--- src/rtl/nibble_serial_subtractor.sv ---
// Nibble-serial subtractor: Diff = A - B - Bin, one 4-bit nibble per cycle.
// Optional signed overflow output Ovf is enabled by defining SUB_OVF_EN.
module nibble_serial_subtractor #(
    parameter int WIDTH = 16
) (
    input  logic             clk,
    input  logic             rst_n,
    input  logic             in_valid,
    output logic             in_ready,
    input  logic [WIDTH-1:0] A,
    input  logic [WIDTH-1:0] B,
    input  logic             Bin,
    output logic             out_valid,
    input  logic             out_ready,
    output logic [WIDTH-1:0] Diff,
`ifdef SUB_OVF_EN
    output logic             Bout,
    output logic             Ovf
`else
    output logic             Bout
`endif
);

    localparam int NIB = WIDTH / 4;
    localparam int CW  = (NIB > 1) ? $clog2(NIB) : 1;
    localparam logic [CW-1:0] LAST = CW'(NIB - 1);

    typedef enum logic [1:0] {
        IDLE = 2'd0,
        CALC = 2'd1,
        DONE = 2'd2
    } state_t;

    state_t state, state_nx;

    logic [WIDTH-1:0] a_q;
    logic [WIDTH-1:0] b_q;
    logic [WIDTH-1:0] diff_q;
    logic [CW-1:0]    cnt;
    logic             borrow_q;
    logic             accept;
    logic             last;

    logic [3:0] na, nb, g, p, nd;
    logic [4:0] c;

    // State register
    always_ff @(posedge clk or negedge rst_n) begin
        if (!rst_n) state <= IDLE;
        else        state <= state_nx;
    end

    // Next state and handshake outputs
    always_comb begin
        state_nx  = state;
        in_ready  = 1'b0;
        out_valid = 1'b0;
        unique case (state)
            IDLE: begin
                in_ready = 1'b1;
                if (in_valid) state_nx = CALC;
            end
            CALC: begin
                if (cnt == LAST) state_nx = DONE;
            end
            DONE: begin
                out_valid = 1'b1;
                if (out_ready) state_nx = IDLE;
            end
            default: state_nx = IDLE;
        endcase
    end

    assign accept = (state == IDLE) && in_valid;
    assign last   = (state == CALC) && (cnt == LAST);

    // Borrow-lookahead over the current nibble
    always_comb begin
        na   = a_q[cnt*4 +: 4];
        nb   = b_q[cnt*4 +: 4];
        g    = ~na & nb;
        p    = ~(na ^ nb);
        c[0] = borrow_q;
        c[1] = g[0] | (p[0] & c[0]);
        c[2] = g[1] | (p[1] & g[0]) | (p[1] & p[0] & c[0]);
        c[3] = g[2] | (p[2] & g[1]) | (p[2] & p[1] & g[0])
             | (p[2] & p[1] & p[0] & c[0]);
        c[4] = g[3] | (p[3] & g[2]) | (p[3] & p[2] & g[1])
             | (p[3] & p[2] & p[1] & g[0])
             | (p[3] & p[2] & p[1] & p[0] & c[0]);
        nd   = na ^ nb ^ c[3:0];
    end

    // Operand latch, nibble counter, result and borrow chain
    always_ff @(posedge clk or negedge rst_n) begin
        if (!rst_n) begin
            a_q      <= '0;
            b_q      <= '0;
            diff_q   <= '0;
            cnt      <= '0;
            borrow_q <= 1'b0;
        end else if (accept) begin
            a_q      <= A;
            b_q      <= B;
            cnt      <= '0;
            borrow_q <= Bin;
        end else if (state == CALC) begin
            diff_q[cnt*4 +: 4] <= nd;
            borrow_q           <= c[4];
            cnt                <= cnt + 1'b1;
        end
    end

    assign Diff = diff_q;
    assign Bout = borrow_q;

`ifdef SUB_OVF_EN
    logic ovf_q;

    // Signed overflow captured on the final nibble
    always_ff @(posedge clk or negedge rst_n) begin
        if (!rst_n)    ovf_q <= 1'b0;
        else if (last) ovf_q <= (a_q[WIDTH-1] != b_q[WIDTH-1])
                              & (nd[3] != a_q[WIDTH-1]);
    end

    assign Ovf = ovf_q;
`else
    logic unused_last;
    assign unused_last = last;
`endif

endmodule

--- config.mk ---
export PLATFORM = sky130hd
export DESIGN_NAME = nibble_serial_subtractor
export DESIGN_NICKNAME = d
export VERILOG_FILES = /design/src/rtl/nibble_serial_subtractor.sv
export SDC_FILE = /design/constraint.sdc
export NUM_CORES = 1
export LEC_CHECK = 0
export BUFFER_PORTS_ARGS = -buffer_cell sky130_fd_sc_hd__buf_2
export CAP_MARGIN = 15
export CORE_UTILIZATION = 50
export CTS_CLUSTER_DIAMETER = 50
export CTS_CLUSTER_SIZE = 20
export DETAILED_ROUTE_END_ITERATION = 6
export PLACE_DENSITY = 0.82
export SLEW_MARGIN = 20
export SYNTH_ARGS = -nofsm -noshare
export SYNTH_HDL_FRONTEND = slang
export SYNTH_SLANG_ARGS = --single-unit
--- constraint.sdc ---
create_clock -name clk -period 3.05 [get_ports clk]
set_clock_uncertainty 0.05 [all_clocks]
set_input_delay 0.305 -clock clk [delete_from_list [all_inputs] [get_ports clk]]
set_output_delay 0.305 -clock clk [all_outputs]
set_load 0.01 [all_outputs]
==> impl_summary.txt <==
----------------------------------------------------
[Clock tree]
  Maximum buffer depth of the clock tree ... 2
  Number of buffers inserted by hold repair at cts ... 0
  # Post-CTS Setup Buffers ... 0
  Clock tree from TritonCTS ... yes
  Maximum level of the CTS H-tree ... 2
  Clk Latency, worst-skew pair ... 0.31 ns
  Post-cts resize count ... 0
  CTS Buf Count ... 5
  Clock slew at the register clock pins of the worst setup and hold paths ... 0.09 ns
  Num Clock Sinks ... 53
  Buffer cell driving the clock tree root ... clkbuf_8

[Worst setup path]
  Startpoint kind of the worst setup timing path ... flip-flop
  CP Max Fanout ... 8
  Kind of critical path ... flip-flop to flip-flop
  Data required time of the critical path ... 3.18 ns
  Worst setup startpoint ... cnt[0]
  Nature of the critical path endpoint ... flip-flop
  Worst flop-to-flop path startpoint ... cnt[0]
  Crit path arrival time ... 2.67 ns

[Global route]
  Via count of the first global-routing pass ... 1,623
  Initial antenna violation count ... 0
  Total routing resource utilization after global routing ... 19.4%
  Pin count of the biggest net entering global routing ... 54
  Global-route congestion overflow total ... 0
  Wire length of the first global-routing pass ... 7690 um

[Timing]
  Worst Tran Pin Value ... 0.640 ns
  Worst hold slack ... -0.0459 ns
  Number of hold violations in the final report ... 53
  RSZ-0062 raised after global routing ... no
  Final worst path period share ... 83.1%
  Setup violators final ... 0
  Sum of negative setup slack ... 0 ns
  Achievable clock frequency ... 394 MHz
  Pins over their slew limit ... 0
  Final critical-path required period ... 2.54 ns
  Max-slew headroom ... 57.3%

[Hold path]
  Worst Hold Class ... input pin to asynchronous set/reset pin

[Power and ir drop]
  Static Leak ... 1.48 nW
  Worst vdd rail ir drop ... 0.582 mV
  Areal power density over the cells ... 1180 nW/um^2

[Synthesis]
  Area of the mapped netlist ... 2630 um^2
  Primary FF master, synth ... dfrtp_1
  Dominant cells by area after synthesis ... dfrtp_1 50%, mux2_4 17%, mux4_2 6.9%
  Flip-flop and latch count after synthesis ... 53
  Area share of the largest cell type after synthesis ... 50.5%
  Sequential element share of the synthesized area ... 50.5%
  Cell count after synthesis ... 191
  Net count after synthesis ... 238
  Mean cell area of the mapped netlist ... 13.8 um^2
  Share of async-settable or async-resettable flops after synthesis ... 100%
  Most frequent cell after synthesis ... dfrtp_1
  Count of different cell masters after synthesis ... 33
  Commonest cells in the synthesized netlist ... 53 x dfrtp_1, 30 x mux2_4, 21 x nand2_1
  Number of enable-type register cells in the synthesized netlist ... 0
  Post-synth top area cell ... dfrtp_1
  Warning count from the yosys run ... 0

[Cells and area]
  Number of diodes added for antenna fixing ... 0
  Area growth from synthesis to final layout ... 13.8%
  Number of nets in the layout ... 293
  Post-route cell area ... 2990 um^2
  Fraction of layout cells with a size suffix above 1 ... 43.5%

[Floorplan]
  Die area ... 5550 um^2
  Initial Utilization ... 51.8%
  Die Height ... 74.5 um
  Placeable Area ... 5070 um^2
  Die width ... 74.5 um
  Num ports ... 56
  Std cell rows ... 26

[Route]
  Routed Wire Length ... 4600 um
  Number of vias per cell ... 5.11
  Number of detailed-routing iterations run before antenna repair ... 4
  Total DRC errors in the routed layout ... 0
  DRT iter0 DRCs ... 90
  Average wire per standard cell ... 14.6 um
  Count of vias placed by the detailed router ... 1,616
  Antenna Violating Nets Remaining ... 0

[Run]
  Count of max-cap constraint violations ... 0

[Placement]
  Port Buf Inserts ... 55
  Half-perimeter wire length after placement ... 3390 um
  Instance area at placement ... 2900 um^2
  GP Congestion ... 0.799

[Status]
  Run status ... finished, violations left
  Failing checks ... hold timing

----------------------------------------------------
worst max-delay path, cell delays in order, from the launching register on:
cell and delay, ns:
dfrtp_1 0.64, mux4_2 0.60, inv_1 0.08, ha_1 0.24, a211oi_1 0.24, o21bai_1 0.15, xor2_1 0.28, o21ai_0 0.14
state kept, by name (all words and copies together), names as in the netlist:
register and cells:
state 2, Diff 16, Bout 1, a_q 16
b_q 16, cnt 2
layer usage:
metal	routed length [um]	vias to the layer above	GRT usage, %
li1	-	773	-
met1	2100	791	25.2
met2	2220	47	30.5
met3	215	5	6.10
met4	63	0	7.55
met5	0	-	0
power by group:
group	switching (mW)	internal [mW]	leakage, nW
logic	0.897	0.973	0.779
registers	0.250	1.02	0.657
clock network	0.211	0.180	0.0443
total	1.36	2.17	1.48
cell type report:
| type | count | area [um^2] |
|---|---|---|
| fillers | 446 | 2080 |
| flip-flops and latches | 53 | 1330 |
| multi-input cells | 119 | 1160 |
| repair buffers | 56 | 285 |
| well taps | 70 | 87.6 |
| clock buffers | 7 | 86.3 |
| inverters | 11 | 41.3 |
path summary, 6_finish.rpt:
kind	endpoint	slack (ns)	cells past startpoint
worst max-delay path	Diff[11]	0.51	7
worst min-delay path	a_q[7]	-0.05	1
worst max register to register	Diff[11]	0.51	7
worst min register to register	Diff[2]	0.43	2
max in group asynchronous	b_q[1]	2.55	1
min in group clk	state[1]	0.14	2
cells in the final DEF, fill, tap and decap left out, types with 3 or more instances in the layout:
cell type and instances:
buf_2 54, nor2_1 6, mux2_4 30, mux4_2 8, dfrtp_1 53, nand2_1 21, clkbuf_8 6, o21ai_0 16
a21oi_1 3, ha_1 9, inv_1 11
stage by stage:
stage | util (%) | setup WS (ns) | power [mW] | std cells | hold WS, ns
after detailed placement | 57.2 | 0.500 | 3.16 | 309 | 0.419
final | 58.9 | 0.515 | 3.53 | 316 | -0.0459
after global placement | 57.2 | 0.650 | 3.09 | 309 | 0.408
after CTS | 58.9 | 0.473 | 3.57 | 316 | 0.128
after floorplan | - | 0.778 | 2.75 | 191 | -0.0406
after global routing | 58.9 | 0.223 | 3.84 | 316 | 0.0162
cells by family (layout without fill, tap and decap cells):
| kind of cell | count (synthesis) | in the layout | share of synthesized area [%] |
|---|---|---|---|
| flops | 53 | 53 | 50.5 |
| mux | 41 | 41 | 25.2 |
| fa+ha+maj | 10 | 10 | 5.05 |
| buf+inv | 19 | 74 | 5.28 |
| xor+xnor | 3 | 3 | 1.00 |
| simple gates | 38 | 38 | 7.14 |
| compound gates | 27 | 27 | 5.85 |
No activity file was read; power rests on OpenSTA's default activity.
